<file path="config.mk">
export PLATFORM = sky130hd
export DESIGN_NAME = fwd_hazard_ctrl
export DESIGN_NICKNAME = d
export VERILOG_FILES = /design/src/rtl/fwd_hazard_ctrl.sv
export SDC_FILE = /design/constraint.sdc
export NUM_CORES = 1
export LEC_CHECK = 0
export ABC_AREA = 0
export ABC_CLOCK_PERIOD_IN_PS = 2800
export CORE_UTILIZATION = 50
export CTS_BUF_LIST = sky130_fd_sc_hd__clkbuf_16
export DETAILED_ROUTE_END_ITERATION = 10
export PLACE_DENSITY = 0.79
export SLEW_MARGIN = 20
export SYNTH_ARGS = -nofsm -noshare
export SYNTH_HDL_FRONTEND = slang
export SYNTH_SLANG_ARGS = --single-unit
export TNS_END_PERCENT = 50
</file>
<file path="constraint.sdc">
create_clock -name clk_i -period 2.8 [get_ports clk_i]
set_input_delay 0.42 -clock clk_i [delete_from_list [all_inputs] [get_ports clk_i]]
set_output_delay 0.42 -clock clk_i [all_outputs]
set_load 0.1 [all_outputs]
</file>
<file path="src/rtl/fwd_hazard_ctrl.sv">
// rtl/fwd_hazard_ctrl.sv - EX-stage operand forwarding and load-use stall control
// Optional FWD_HAZARD_STATS_EN adds saturating stall and forward activity counters.
module fwd_hazard_ctrl #(
    parameter int LOAD_LAT = 1,
    parameter int REG_AW   = 5
) (
    input  logic              clk_i,
    input  logic              rst_i,
    input  logic [REG_AW-1:0] id_rs1_i,
    input  logic [REG_AW-1:0] id_rs2_i,
    input  logic [REG_AW-1:0] id_rd_i,
    input  logic              id_regwrite_i,
    input  logic              id_memread_i,
    input  logic              flush_i,
    output logic [1:0]        forward_a_o,
    output logic [1:0]        forward_b_o,
    output logic              stall_o,
    output logic              pc_write_o,
    output logic              ifid_write_o
`ifdef FWD_HAZARD_STATS_EN
    ,
    output logic [15:0]       stall_cnt_o,
    output logic [15:0]       fwd_cnt_o
`endif
);

    typedef enum logic {
        RUN   = 1'b0,
        STALL = 1'b1
    } state_t;

    localparam logic [1:0] CNT_INIT = 2'(LOAD_LAT - 1);

    state_t            state, state_nxt;
    logic [1:0]        cnt, cnt_nxt;

    logic [REG_AW-1:0] idex_rs1, idex_rs2, idex_rd;
    logic              idex_regwrite, idex_memread;
    logic [REG_AW-1:0] exmem_rd, memwb_rd;
    logic              exmem_regwrite, memwb_regwrite;

    logic              hz;
    logic              bubble;

    assign hz = idex_memread && (idex_rd != '0) &&
                ((idex_rd == id_rs1_i) || (idex_rd == id_rs2_i));

    assign bubble       = stall_o || flush_i;
    assign pc_write_o   = ~stall_o;
    assign ifid_write_o = ~stall_o;

    always_ff @(posedge clk_i or posedge rst_i) begin
        if (rst_i) begin
            idex_rs1       <= '0;
            idex_rs2       <= '0;
            idex_rd        <= '0;
            idex_regwrite  <= 1'b0;
            idex_memread   <= 1'b0;
            exmem_rd       <= '0;
            exmem_regwrite <= 1'b0;
            memwb_rd       <= '0;
            memwb_regwrite <= 1'b0;
        end else begin
            memwb_rd       <= exmem_rd;
            memwb_regwrite <= exmem_regwrite;
            exmem_rd       <= idex_rd;
            exmem_regwrite <= idex_regwrite;
            if (bubble) begin
                idex_rs1      <= '0;
                idex_rs2      <= '0;
                idex_rd       <= '0;
                idex_regwrite <= 1'b0;
                idex_memread  <= 1'b0;
            end else begin
                idex_rs1      <= id_rs1_i;
                idex_rs2      <= id_rs2_i;
                idex_rd       <= id_rd_i;
                idex_regwrite <= id_regwrite_i;
                idex_memread  <= id_memread_i;
            end
        end
    end

    // Forward selects look only at shadow state so EX sees them with no input path.
    always_comb begin
        forward_a_o = 2'b00;
        forward_b_o = 2'b00;
        if (exmem_regwrite && (exmem_rd != '0) && (exmem_rd == idex_rs1))
            forward_a_o = 2'b10;
        else if (memwb_regwrite && (memwb_rd != '0) && (memwb_rd == idex_rs1))
            forward_a_o = 2'b01;
        if (exmem_regwrite && (exmem_rd != '0) && (exmem_rd == idex_rs2))
            forward_b_o = 2'b10;
        else if (memwb_regwrite && (memwb_rd != '0) && (memwb_rd == idex_rs2))
            forward_b_o = 2'b01;
    end

    always_ff @(posedge clk_i or posedge rst_i) begin
        if (rst_i) begin
            state <= RUN;
            cnt   <= 2'd0;
        end else begin
            state <= state_nxt;
            cnt   <= cnt_nxt;
        end
    end

    // The first stall cycle is spent in RUN; STALL covers the remaining LOAD_LAT-1.
    always_comb begin
        state_nxt = state;
        cnt_nxt   = cnt;
        stall_o   = 1'b0;
        if (flush_i) begin
            state_nxt = RUN;
            cnt_nxt   = 2'd0;
        end else begin
            case (state)
                RUN: begin
                    if (hz) begin
                        stall_o = 1'b1;
                        cnt_nxt = CNT_INIT;
                        if (LOAD_LAT > 1)
                            state_nxt = STALL;
                    end
                end
                STALL: begin
                    stall_o = 1'b1;
                    if (cnt <= 2'd1) begin
                        cnt_nxt   = 2'd0;
                        state_nxt = RUN;
                    end else begin
                        cnt_nxt = cnt - 2'd1;
                    end
                end
                default: begin
                    state_nxt = RUN;
                    cnt_nxt   = 2'd0;
                end
            endcase
        end
    end

`ifdef FWD_HAZARD_STATS_EN
    always_ff @(posedge clk_i or posedge rst_i) begin
        if (rst_i) begin
            stall_cnt_o <= 16'd0;
            fwd_cnt_o   <= 16'd0;
        end else begin
            if (stall_o && (stall_cnt_o != 16'hFFFF))
                stall_cnt_o <= stall_cnt_o + 16'd1;
            if (((forward_a_o != 2'b00) || (forward_b_o != 2'b00)) && (fwd_cnt_o != 16'hFFFF))
                fwd_cnt_o <= fwd_cnt_o + 16'd1;
        end
    end
`endif

endmodule

</file>
[Word level (Yosys, flattened, before mapping)]
Cells that the tools add are included.
Storage, ports and cells
  memories: 0
  input bits: 20
  output and inout bits: 7
  flip-flop bits (word level): 32
  bits in writable memories: 0
  latch bits: 0
  bits in read-only memories: 0
Operators by class
  magnitude comparators: 1
  eq/ne operators: 7
  bitwise operators: 2
  reduce and logical (&&, ||, !) cells: 13
  mux-type cells: 19
  $mul: 0
  add/subtract/negate cells: 1
  shift operators: 0
  divide/modulo/power cells: 0
Operators with widths (count)
  5-bit equality test: 6
  5-bit 2-to-1 mux: 3
  5-bit nonzero test: 3
  2-bit 2-to-1 mux: 5
  1-bit 2-to-1 mux: 9
  1-bit logical AND: 8
  2-bit case mux with 2 select lines: 1
  3-bit inequality test (second input constant): 1
  2-bit by 1-bit <= comparator with 1-bit output (second input constant): 1
  1-bit logical OR: 2
  1-bit inverter: 2
  1-bit case mux with 2 select lines: 1
  2-bit by 1-bit subtractor with 2-bit output (second input constant): 1

[Logic depth before layout (Yosys ltp)]
Gate-level depths: netlist (run 1).
  word-level depth: 8
  depth in mapped cells: 6

[Worst setup path after synthesis (run 1)]
No wires, ideal clock.
  kind: flip-flop to output port
  start: register exmem_rd[0]
  end: output forward_a_o[0]
  stages on the path, launching flop included: 5
  data arrival time: 5.625 ns
  required time: 2.380 ns
  setup slack: -3.245 ns
  buffers on the path: 0
  path through: dfrtp_1 xnor2_1 nand3_1 nor4_1 nor4_1
On the way
  cells in the longest elaborated chain, start to end: 4
  elaborated cells between the ends (all ways): 5
RTL lines
  from (decl): RTL line 39  | logic [REG_AW-1:0] exmem_rd, memwb_rd;
  from (signal assigned): RTL line 66  | exmem_rd <= idex_rd;
  5-bit nonzero test: RTL line 88  | if (exmem_regwrite && (exmem_rd != '0) && (exmem_rd == idex_rs1))
  1-bit logical AND: RTL line 88
  1-bit logical AND *: RTL line 88
  2-bit 2-to-1 mux *: RTL line 88
  to (decl): RTL line 15  | output logic [1:0] forward_a_o,
Mark *: on every way between the ends. The rest lies on a longest branch, timed or not.

[Worst setup path in the final report (run 1)]
  start: register memwb_rd[1]
  end: output forward_b_o[0]
On the way
  cells in the longest elaborated chain, start to end: 5
  elaborated cells between the ends (all ways): 6
RTL lines
  from (decl): RTL line 39
  from (signal assigned): RTL line 64  | memwb_rd <= exmem_rd;
  5-bit nonzero test: RTL line 94  | else if (memwb_regwrite && (memwb_rd != '0) && (memwb_rd == idex_rs2))
  1-bit logical AND: RTL line 94
  1-bit logical AND *: RTL line 94
  1-bit 2-to-1 mux *: RTL line 94
  2-bit 2-to-1 mux *: RTL line 92  | if (exmem_regwrite && (exmem_rd != '0) && (exmem_rd == idex_rs2))
  to (decl): RTL line 16  | output logic [1:0] forward_b_o,
Marked as above.

==> results of run 1 <==
## worst max path at each step
stage,start,endpoint,depth (start not counted),slack (ns)
floorplan,idex_rd[1],pc_write_o,5,0.01
global route,memwb_rd[1],forward_b_o[0],5,0.26
CTS,memwb_rd[1],forward_b_o[0],5,0.31
global placement,id_rs2_i[3],stall_o,6,0.52
detailed placement,id_rs2_i[0],stall_o,6,0.47
finish,memwb_rd[1],forward_b_o[0],5,0.32
## registers in the layout, summed over array words and instances, names as in the netlist
| name | flops |
|---|---|
| cnt | 2 |
| exmem_regwrite | 1 |
| idex_rs2 | 5 |
| state | 1 |
| idex_rs1 | 5 |
| idex_regwrite | 1 |
| idex_memread | 1 |
| memwb_rd | 5 |
| memwb_regwrite | 1 |
| exmem_rd | 5 |
| idex_rd | 5 |
## layout make-up
cell class                 count  area share [%]
timing repair buffer          30            16.0
multi-input combinational     84            35.2
clock inverter                 2           0.358
inverter                      14            2.50
clock buffer                   5            5.96
sequential                    32            38.2
tap                           31            1.85
## power breakdown
| group | internal (uW) | switching, uW |
|---|---|---|
| sequential | 487 | 24.7 |
| combinational | 78.5 | 91.7 |
| clock | 316 | 171 |
| total | 881 | 288 |
## through the flow
step | total power, uW | hold slack (ns) | std cells | instance area [um^2] | setup WS, ns
3_5_place_dp | 689 | 0.341 | 191 | 1970 | 0.471
2_1_floorplan | 628 | 0.331 | 137 | 1620 | 0.0113
5_1_grt | 1220 | 0.353 | 198 | 2100 | 0.263
3_3_place_gp | 684 | 0.337 | 191 | 1970 | 0.515
6_report | 1170 | 0.347 | 198 | 2100 | 0.322
4_1_cts | 1180 | 0.352 | 198 | 2100 | 0.310
## cells by family after synthesis
group | synth area share (%)
buffers and inverters | 5.94
and+or+nand+nor | 9.36
DFF | 52.1
xor gates and xnor gates | 17.1
AOI/OAI and AO/OA | 15.5
## synth_stat cells
| cell | number | share of area, % |
|---|---|---|
| a2111oi_0 | 1 | 0.57 |
| a2111oi_2 | 9 | 8.8 |
| a21oi_1 | 7 | 2.3 |
| a31o_2 | 1 | 0.57 |
| a31oi_1 | 2 | 0.81 |
| buf_1 | 1 | 0.24 |
| buf_2 | 1 | 0.33 |
| buf_4 | 1 | 0.49 |
| buf_6 | 1 | 0.73 |
| clkbuf_1 | 3 | 0.73 |
| dfrtp_1 | 32 | 52 |
| inv_1 | 14 | 3.4 |
| nand2_1 | 10 | 2.4 |
| nand2b_1 | 1 | 0.41 |
| nand3_1 | 5 | 1.6 |
| nor2_1 | 2 | 0.49 |
| nor3_1 | 1 | 0.33 |
| nor4_1 | 4 | 1.6 |
| o21a_1 | 1 | 0.49 |
| o21ai_1 | 3 | 0.98 |
| o22ai_1 | 1 | 0.41 |
| o32a_1 | 1 | 0.65 |
| or4_1 | 5 | 2.4 |
| xnor2_1 | 16 | 9.1 |
| xor2_1 | 14 | 8.0 |
## layer usage
metal	up-vias	wire length (um)	share of wire, %
li1	528	-	-
met1	533	1230	40
met2	42	1610	52
met3	8	166	5.4
met4	0	65	2.1
met5	-	0	0
## placed cells by master, fill, tap and decap left out, drive strengths merged
cell / synthesis / final
inv: 14 / 14
o21ai: 3 / 3
o32a: 1 / 1
o21a: 1 / 1
nand3: 5 / 5
o22ai: 1 / 1
nor4: 4 / 4
clkinv: 0 / 2
a21oi: 7 / 7
xor2: 14 / 14
nand2b: 1 / 1
or4: 5 / 5
a31o: 1 / 1
clkdlybuf4s50: 0 / 19
buf: 4 / 11
clkbuf: 3 / 5
a31oi: 2 / 2
dfrtp: 32 / 32
xnor2: 16 / 16
nor3: 1 / 1
a2111oi: 10 / 10
nor2: 2 / 2
nand2: 10 / 10
## critical path, delay by kind of cell, from the launching register on
family	cells	cell delay (ns)
DFF	1	0.39
and+or+nand+nor	3	1.11
AOI/OAI and AO/OA	1	0.06
buffers and inverters	1	0.22
==> impl_metrics.yaml, run 1 <==
floorplan:
  die_y_um: 57.5
  die-area_mm2: 0.00330
  initial_core_util_pct: 54.4
  rows: 19
  coreArea_mm2: 0.00283
  die_w_um: 57.5
  io_pins: 27
timing:
  fmax_mhz: 404
  min_period_ns: 2.48
  hold_viol_final: 0
  drv_slew: 0
  finalSetupViolations: 0
  fin_skew_ns: 0.00289
  rsz0062_at_grt: "no"
  relSlewSlack_pct: 60.5
  post-route-period-util_pct: 88.5
  tns_ns: 0
  worst_pin_slew_ns: 0.592
yosys:
  syn_area_mm2: 0.00154
  synth_cell_types: 25
  ys_warn_count: 0
  synth.avg_cell_area_um2: 11.2
  ys_seq_area_share_pct: 52.1
  synth_nets: 157
  ys_seq_elements: 32
  postSynthCellCount: 137
grt:
  grt_usage_pct: 22.4
  met3_usage_pct: 7.26
  antenna_found_initial: 0
  grt_max_degree: 33
  grt_first_pass_wirelength_um: 5310
  grt_pass1_vias: 1167
  grt-busiest-layer: "met2"
  grtUsageMet1_pct: 25.1
  grt_overflow: 0
  use_met2_pct: 38.0
clock_tree:
  htreeDepth: 2
  clkTransAtPathRegs_ns: 0.05
  clock_latency_ns: 0.27
  clock-sinks: 32
  cts_buffer_depth: 2
  numCtsBuffers: 5
  clock-root-buffer: "clkbuf_16"
  postCtsSetupBuffers: 0
  cts_hold_buf: 0
  cts_resized: 0
  cts_tree: "built"
critical_path:
  crit_type: "flip-flop to primary output"
  critPathMostFrequentCell: "or4_1"
  r2r_slack_ns: 0.84
  reg2reg_depth: 4
  worst_ep_required_time_ns: 2.38
  rr_endpoint: "idex_rs1[4]"
  crit_fanout: 3
  cp-end-kind: "primary output"
  cp_slowest_cell: "or4_1"
  slowest_delay_ns: 0.59
  path_cells: "or4_1, o21ai_1, or4_1, nor4_4, buf_12"
  cp-start-kind: "flip-flop"
  r2r-start: "idex_rd[1]"
  cp.arrival_ns: 2.06
cells_and_area:
  num-fill-cells: 190
  layout.nets: 187
  fin_util_pct: 74.2
  ff_latch_area_um2: 801
  n_antenna_cell: 0
  multiInputGateArea_um2: 738
  drive_gt1_share_pct: 19.8
  syn2layout_area_growth_pct: 36.5
placement:
  port_buffers: 26
  gp_congestion: 0.841
  dp_hpwl_um: 2320
worst_hold_path:
  hp-class: "flip-flop to flip-flop"
  hold_start: "idex_regwrite"
  whs_path_depth: 0
  min_delay_worst_endpoint: "exmem_regwrite"
detailed_routing:
  drt_iter0_drc: 27
  num_vias: 1111
  wire_per_inst_um: 15.5
  wl_um: 3070
  via_per_inst: 5.61
  drc: 1
  ant_nets: 0
  drt_pass1_iterations: 7
flow_run:
  cap_viol_max_count: 0
power:
  leakage_uw: 0.000912
  vdd_drop_max_mv: 0.440
  power.density_mw_per_mm2: 557
status:
  outcome: "complete, but fails checks"
  violations: "DRC"
No activity file was read; power rests on OpenSTA's default activity.
==> run 2: changes to the inputs <==
SLEW_MARGIN = 15   (was 20)
==> results of run 2 <==
Final layout, timing and power as in run 1 (identical DEF).
==> run 3: changes to the inputs <==
CTS_CLUSTER_DIAMETER = 120   (was unset)
==> results of run 3 <==
Final layout, timing and power as in run 1 (identical DEF).
